<file path="config.mk">
export PLATFORM = sky130hd
export DESIGN_NAME = dmem_access_ctrl
export DESIGN_NICKNAME = d
export VERILOG_FILES = /design/src/rtl/dmem_access_ctrl.sv
export SDC_FILE = /design/constraint.sdc
export NUM_CORES = 1
export LEC_CHECK = 0
export ABC_AREA = 0
export CAP_MARGIN = 25
export CELL_PAD_IN_SITES_DETAIL_PLACEMENT = 0
export CELL_PAD_IN_SITES_GLOBAL_PLACEMENT = 2
export CORE_AREA = 2 2 106 108
export DETAILED_ROUTE_END_ITERATION = 8
export DIE_AREA = 0 0 108 110
export PLACE_DENSITY = 0.9
export RECOVER_POWER = 100
export SYNTH_ARGS = -nofsm -noshare
export SYNTH_HDL_FRONTEND = slang
export SYNTH_SLANG_ARGS = --single-unit
</file>
<file path="constraint.sdc">
create_clock -name clk -period 2.1 [get_ports clk]
set_input_delay 0.42 -clock clk [delete_from_list [all_inputs] [get_ports clk]]
set_output_delay 0.42 -clock clk [all_outputs]
set_load 0.02 [all_outputs]
</file>
<file path="src/rtl/dmem_access_ctrl.sv">
`default_nettype none
// ============================================================================
// Module   : dmem_access_ctrl
// Brief    : Memory-stage load/store controller with request/ready/done
//            handshake, DataMemStall generation and sticky error flags.
// Revision : 1.0 - initial release
// ============================================================================
module dmem_access_ctrl #(
    parameter int ADDR_W  = 16,
    parameter int DATA_W  = 16,
    parameter int TIMEOUT = 64,
    parameter int CNT_W   = 7
) (
    input  logic              clk,
    input  logic              rst,
    input  logic              MemReadM,
    input  logic              MemWriteM,
    input  logic [ADDR_W-1:0] AddrM,
    input  logic [DATA_W-1:0] WriteDataM,
    output logic [DATA_W-1:0] ReadDataM,
    output logic              DataMemStall,
    output logic              mem_en,
    output logic              mem_wr,
    output logic [ADDR_W-1:0] mem_addr,
    output logic [DATA_W-1:0] mem_wdata,
    input  logic [DATA_W-1:0] mem_rdata,
    input  logic              mem_ready,
    input  logic              mem_done,
    output logic              err_align,
    output logic              err_timeout
);

    typedef enum logic [1:0] {
        S_IDLE  = 2'd0,
        S_ISSUE = 2'd1,
        S_WAIT  = 2'd2,
        S_DONE  = 2'd3
    } state_t;

    // The counter is compared before its increment, so the last WAIT cycle
    // is the one in which it holds TIMEOUT-1 and would step to TIMEOUT.
    localparam logic [CNT_W-1:0] C_CNT_LAST = CNT_W'(TIMEOUT - 1);

    state_t              state_q;
    logic [CNT_W-1:0]    cnt_q;
    logic                wr_q;
    logic [ADDR_W-1:0]   addr_q;
    logic [DATA_W-1:0]   wdata_q;
    logic [DATA_W-1:0]   rdata_q;
    logic                err_align_q;
    logic                err_timeout_q;
    logic                w_req;

    assign w_req = MemReadM | MemWriteM;

    always_ff @(posedge clk) begin
        if (rst) begin
            state_q       <= S_IDLE;
            cnt_q         <= '0;
            wr_q          <= 1'b0;
            addr_q        <= '0;
            wdata_q       <= '0;
            rdata_q       <= '0;
            err_align_q   <= 1'b0;
            err_timeout_q <= 1'b0;
        end else begin
            case (state_q)
                S_IDLE: begin
                    if (w_req) begin
                        addr_q  <= AddrM;
                        wdata_q <= WriteDataM;
                        wr_q    <= MemWriteM;
                        if (AddrM[0]) begin
                            err_align_q <= 1'b1;
                            state_q     <= S_DONE;
                        end else begin
                            state_q <= S_ISSUE;
                        end
                    end
                end
                S_ISSUE: begin
                    // A done pulse alongside ready is ignored here.
                    if (mem_ready) begin
                        cnt_q   <= '0;
                        state_q <= S_WAIT;
                    end
                end
                S_WAIT: begin
                    cnt_q <= cnt_q + CNT_W'(1);
                    if (mem_done) begin
                        if (!wr_q) begin
                            rdata_q <= mem_rdata;
                        end
                        state_q <= S_DONE;
                    end else if (cnt_q == C_CNT_LAST) begin
                        err_timeout_q <= 1'b1;
                        if (!wr_q) begin
                            rdata_q <= '0;
                        end
                        state_q <= S_DONE;
                    end
                end
                S_DONE: begin
                    state_q <= S_IDLE;
                end
                default: begin
                    state_q <= S_IDLE;
                end
            endcase
        end
    end

    assign DataMemStall = ((state_q == S_IDLE) && w_req) ||
                          (state_q == S_ISSUE) || (state_q == S_WAIT);
    assign mem_en       = (state_q == S_ISSUE);
    assign mem_wr       = wr_q;
    assign mem_addr     = addr_q;
    assign mem_wdata    = wdata_q;
    assign ReadDataM    = rdata_q;
    assign err_align    = err_align_q;
    assign err_timeout  = err_timeout_q;

endmodule
`default_nettype wire
</file>
==> flow_summary.toml <==
[clock_network]
insertion_delay_ps = 330
cts.path.max_buffers = 2
cts_buffers = 9
htree_levels = 3
clock-sinks = 60
cts_tree = "yes"
clock-root-buffer = "clkbuf_8"
cts.clk_slew.worst_paths_ps = 60
post_cts_buffers = 0

[synthesis]
synth_top_area_share_pct = 51.6
synth-seq-cells = 60
yosys.area.top_type = "dfxtp_1"
syn_nets = 343
ys_types = 36
ys_seq_area_share_pct = 51.6
synthTopCellsByArea = "dfxtp_1 (52%), nand2_1 (14%), a21oi_1 (12%), o21ai_0 (3.4%), ha_1 (2.7%)"
avgSynthCellArea_sq_um = 8.20
yosysWarningCount = 0
netlist_instances = 284
synthesis.area_sq_um = 2330

[routing]
wl_mm = 6.88
vias = 2303
drc_errors = 0
drtIter0Drc = 58
wl_per_cell_microns = 12.7
dr.pass1.iters = 4
ant_nets = 0
viasPerCell = 4.26

[sta]
timing.final.ws_setup_ps = 161
max_freq_ghz = 0.516
finalSetupViolations = 0
finalMaxSlewViolations = 0
period_share_pct = 92.3
period_minus_slack_ps = 1940
fin_tns_setup_ps = 0
clock_skew_ps = 9.04
slew_headroom_pct = 52.7
rsz0062_at_grt = "false"
hold_viol = 0
worstMarginPinSlew_ps = 709

[worst_hold_path]
hold_path_class = "flop to flop"

[cells_and_area]
synthToLayoutAreaGrowth_pct = 61.4
antenna_cells = 0
fin_nets = 456
postLayoutCoreUtil_pct = 35.2
fin_cells = 540
mostFrequentLayoutCell = "nand2_1"
fillers = 1142
layout-drive-gt1-share_pct = 9.25
finalInstanceArea_sq_um = 3760
final_cell_mix = "nand2_1 (87), dfxtp_1 (60), a21oi_1 (55)"

[place]
hpwl_mm = 4.72
place_ws_ps = -345
place_area_sq_um = 3600
dp_cells = 526
io_buffers = 106
routabilityCongestion = 0.749

[worst_setup_path]
criticalPathCategory = "flop to output port"
crit_buf_inv = 2
end_kind = "output port"
cp-start-kind = "flop"
r2r_setup_slack_ps = 210
arrival_ps = 1520
cp_max_fo = 3
critical-path-top-delay-family = "simple AND/OR/NAND/NOR gates"
crit_required_ps = 1680
crit_chain = "inv_2 -> ha_2 -> nor2b_2 -> or3_4 -> clkbuf_2"
max_stage_delay_ps = 340
cpMaxStageDelayCell = "dfxtp_1"

[power]
p_leak_uw = 0.00152
p_int_uw = 2630
switchingPower_uw = 1460
p_per_area_nw_per_um2 = 1090
clkPwrFrac_pct = 25.1
sequentialPowerShare_pct = 35.9
power.share.switching_pct = 35.8
ir_drop_mv = 0.314
combPwrFrac_pct = 39.0

[floorplanning]
die_w_microns = 108
ios = 107
die_h_microns = 110
start_util_pct = 21.8
die_area_sq_um = 11900
fp.coreArea_sq_um = 10700
num_rows = 38

[status]
outcome = "completed"

[global_route]
grt_pass1_wl_mm = 10.8
grt_pass1_vias = 2226
antenna_found_initial = 0
grt_max_degree = 34
grtUsageTotal_pct = 11.9
grt_overflow_total = 0

[flow_run]
drv_cap = 0
## cell usage after synthesis
cell	count
nor3_1	1
clkbuf_1	6
nand2b_1	2
o21ai_1	2
nand2_1	87
inv_1	3
a21oi_1	55
a32oi_1	1
and4_1	1
nand3_1	1
nor2b_2	1
or3_2	1
and4_4	1
mux2i_1	2
buf_1	1
nor2_1	9
or3_1	1
mux2_2	1
a21oi_4	1
o21bai_1	1
a311oi_1	1
o21ai_0	16
a21boi_2	1
dfxtp_1	60
nor2b_1	3
a31oi_1	1
buf_4	1
nand4_1	1
ha_1	5
xor2_1	2
nor2_4	1
nand3b_1	1
buf_2	9
xnor2_1	1
a211oi_1	2
a21bo_2	1
## layer usage
metal,track usage [%],routed length [microns]
met1,13.7,3050
met2,19.7,3200
met3,5.17,561
met4,4.12,75
met5,0,0
## layout make-up
cell class                      instances  area, sq um  area share (%)
Sequential cell                        60         1200            31.9
Timing Repair Buffer                  119         1140            30.2
Multi-Input combinational cell        204         1050            27.8
Tap cell                              140          175            4.66
Clock buffer                           12          155            4.13
Clock inverter                          2         35.0           0.931
Inverter                                3         11.3           0.299
## power groups by stage
stage	registers (uW)	clock network, uW	logic [uW]
after CTS	1480	1090	1750
after global placement	1490	0	1740
after global routing	1500	1140	1770
after detailed placement	1500	0	1760
after floorplan	1740	0	696
final	1470	1030	1600
## logic make-up after synthesis
family | after synthesis | synth area share, %
XOR/XNOR | 3 | 1.13
flip-flops | 60 | 51.6
AND/OR/NAND/NOR | 111 | 20.1
buffers and inverters | 20 | 3.87
adder cells (fa/ha/maj) | 5 | 2.69
multiplexers | 3 | 1.34
AO/OA/AOI/OAI | 82 | 19.3
## worst register-to-register path, cell delays in order (launching register included)
cell      delay [ps]
dfxtp_1          320
clkbuf_4         140
ha_1             220
buf_4            160
nand2b_1         160
a21boi_0         420
a21oi_1          110
a311oi_1         270
## timing repair
action / in CTS / in global routing
hold buffers: 0 / 0
setup endpoints to repair: 2 / 1
pin swaps: 0 / 1
resized for setup: 5 / 10
## worst paths after layout
path                          endpoint  cells past startpoint                       from
max                       DataMemStall                      5    state_q[0]$_SDFFE_PP0P_
min          mem_addr[13]$_SDFFE_PP0P_                      2  mem_addr[13]$_SDFFE_PP0P_
max reg2reg    state_q[1]$_SDFFE_PP0P_                      7    state_q[0]$_SDFFE_PP0P_
min reg2reg  mem_addr[13]$_SDFFE_PP0P_                      2  mem_addr[13]$_SDFFE_PP0P_
## stage by stage
| step | power, uW | hold WS, ps |
|---|---|---|
| final | 4090 | 448 |
| after global routing | 4410 | 470 |
| after CTS | 4310 | 456 |
| after detailed placement | 3260 | 447 |
| after global placement | 3230 | 442 |
| after floorplan | 2440 | 457 |
## flip-flops by register name (all words and copies together), names as in the netlist
signal,cells
ReadDataM,16
cnt_q,7
err_align,1
err_timeout,1
mem_addr,16
mem_wdata,16
mem_wr,1
state_q,2
(Power assumes the default switching activity.)
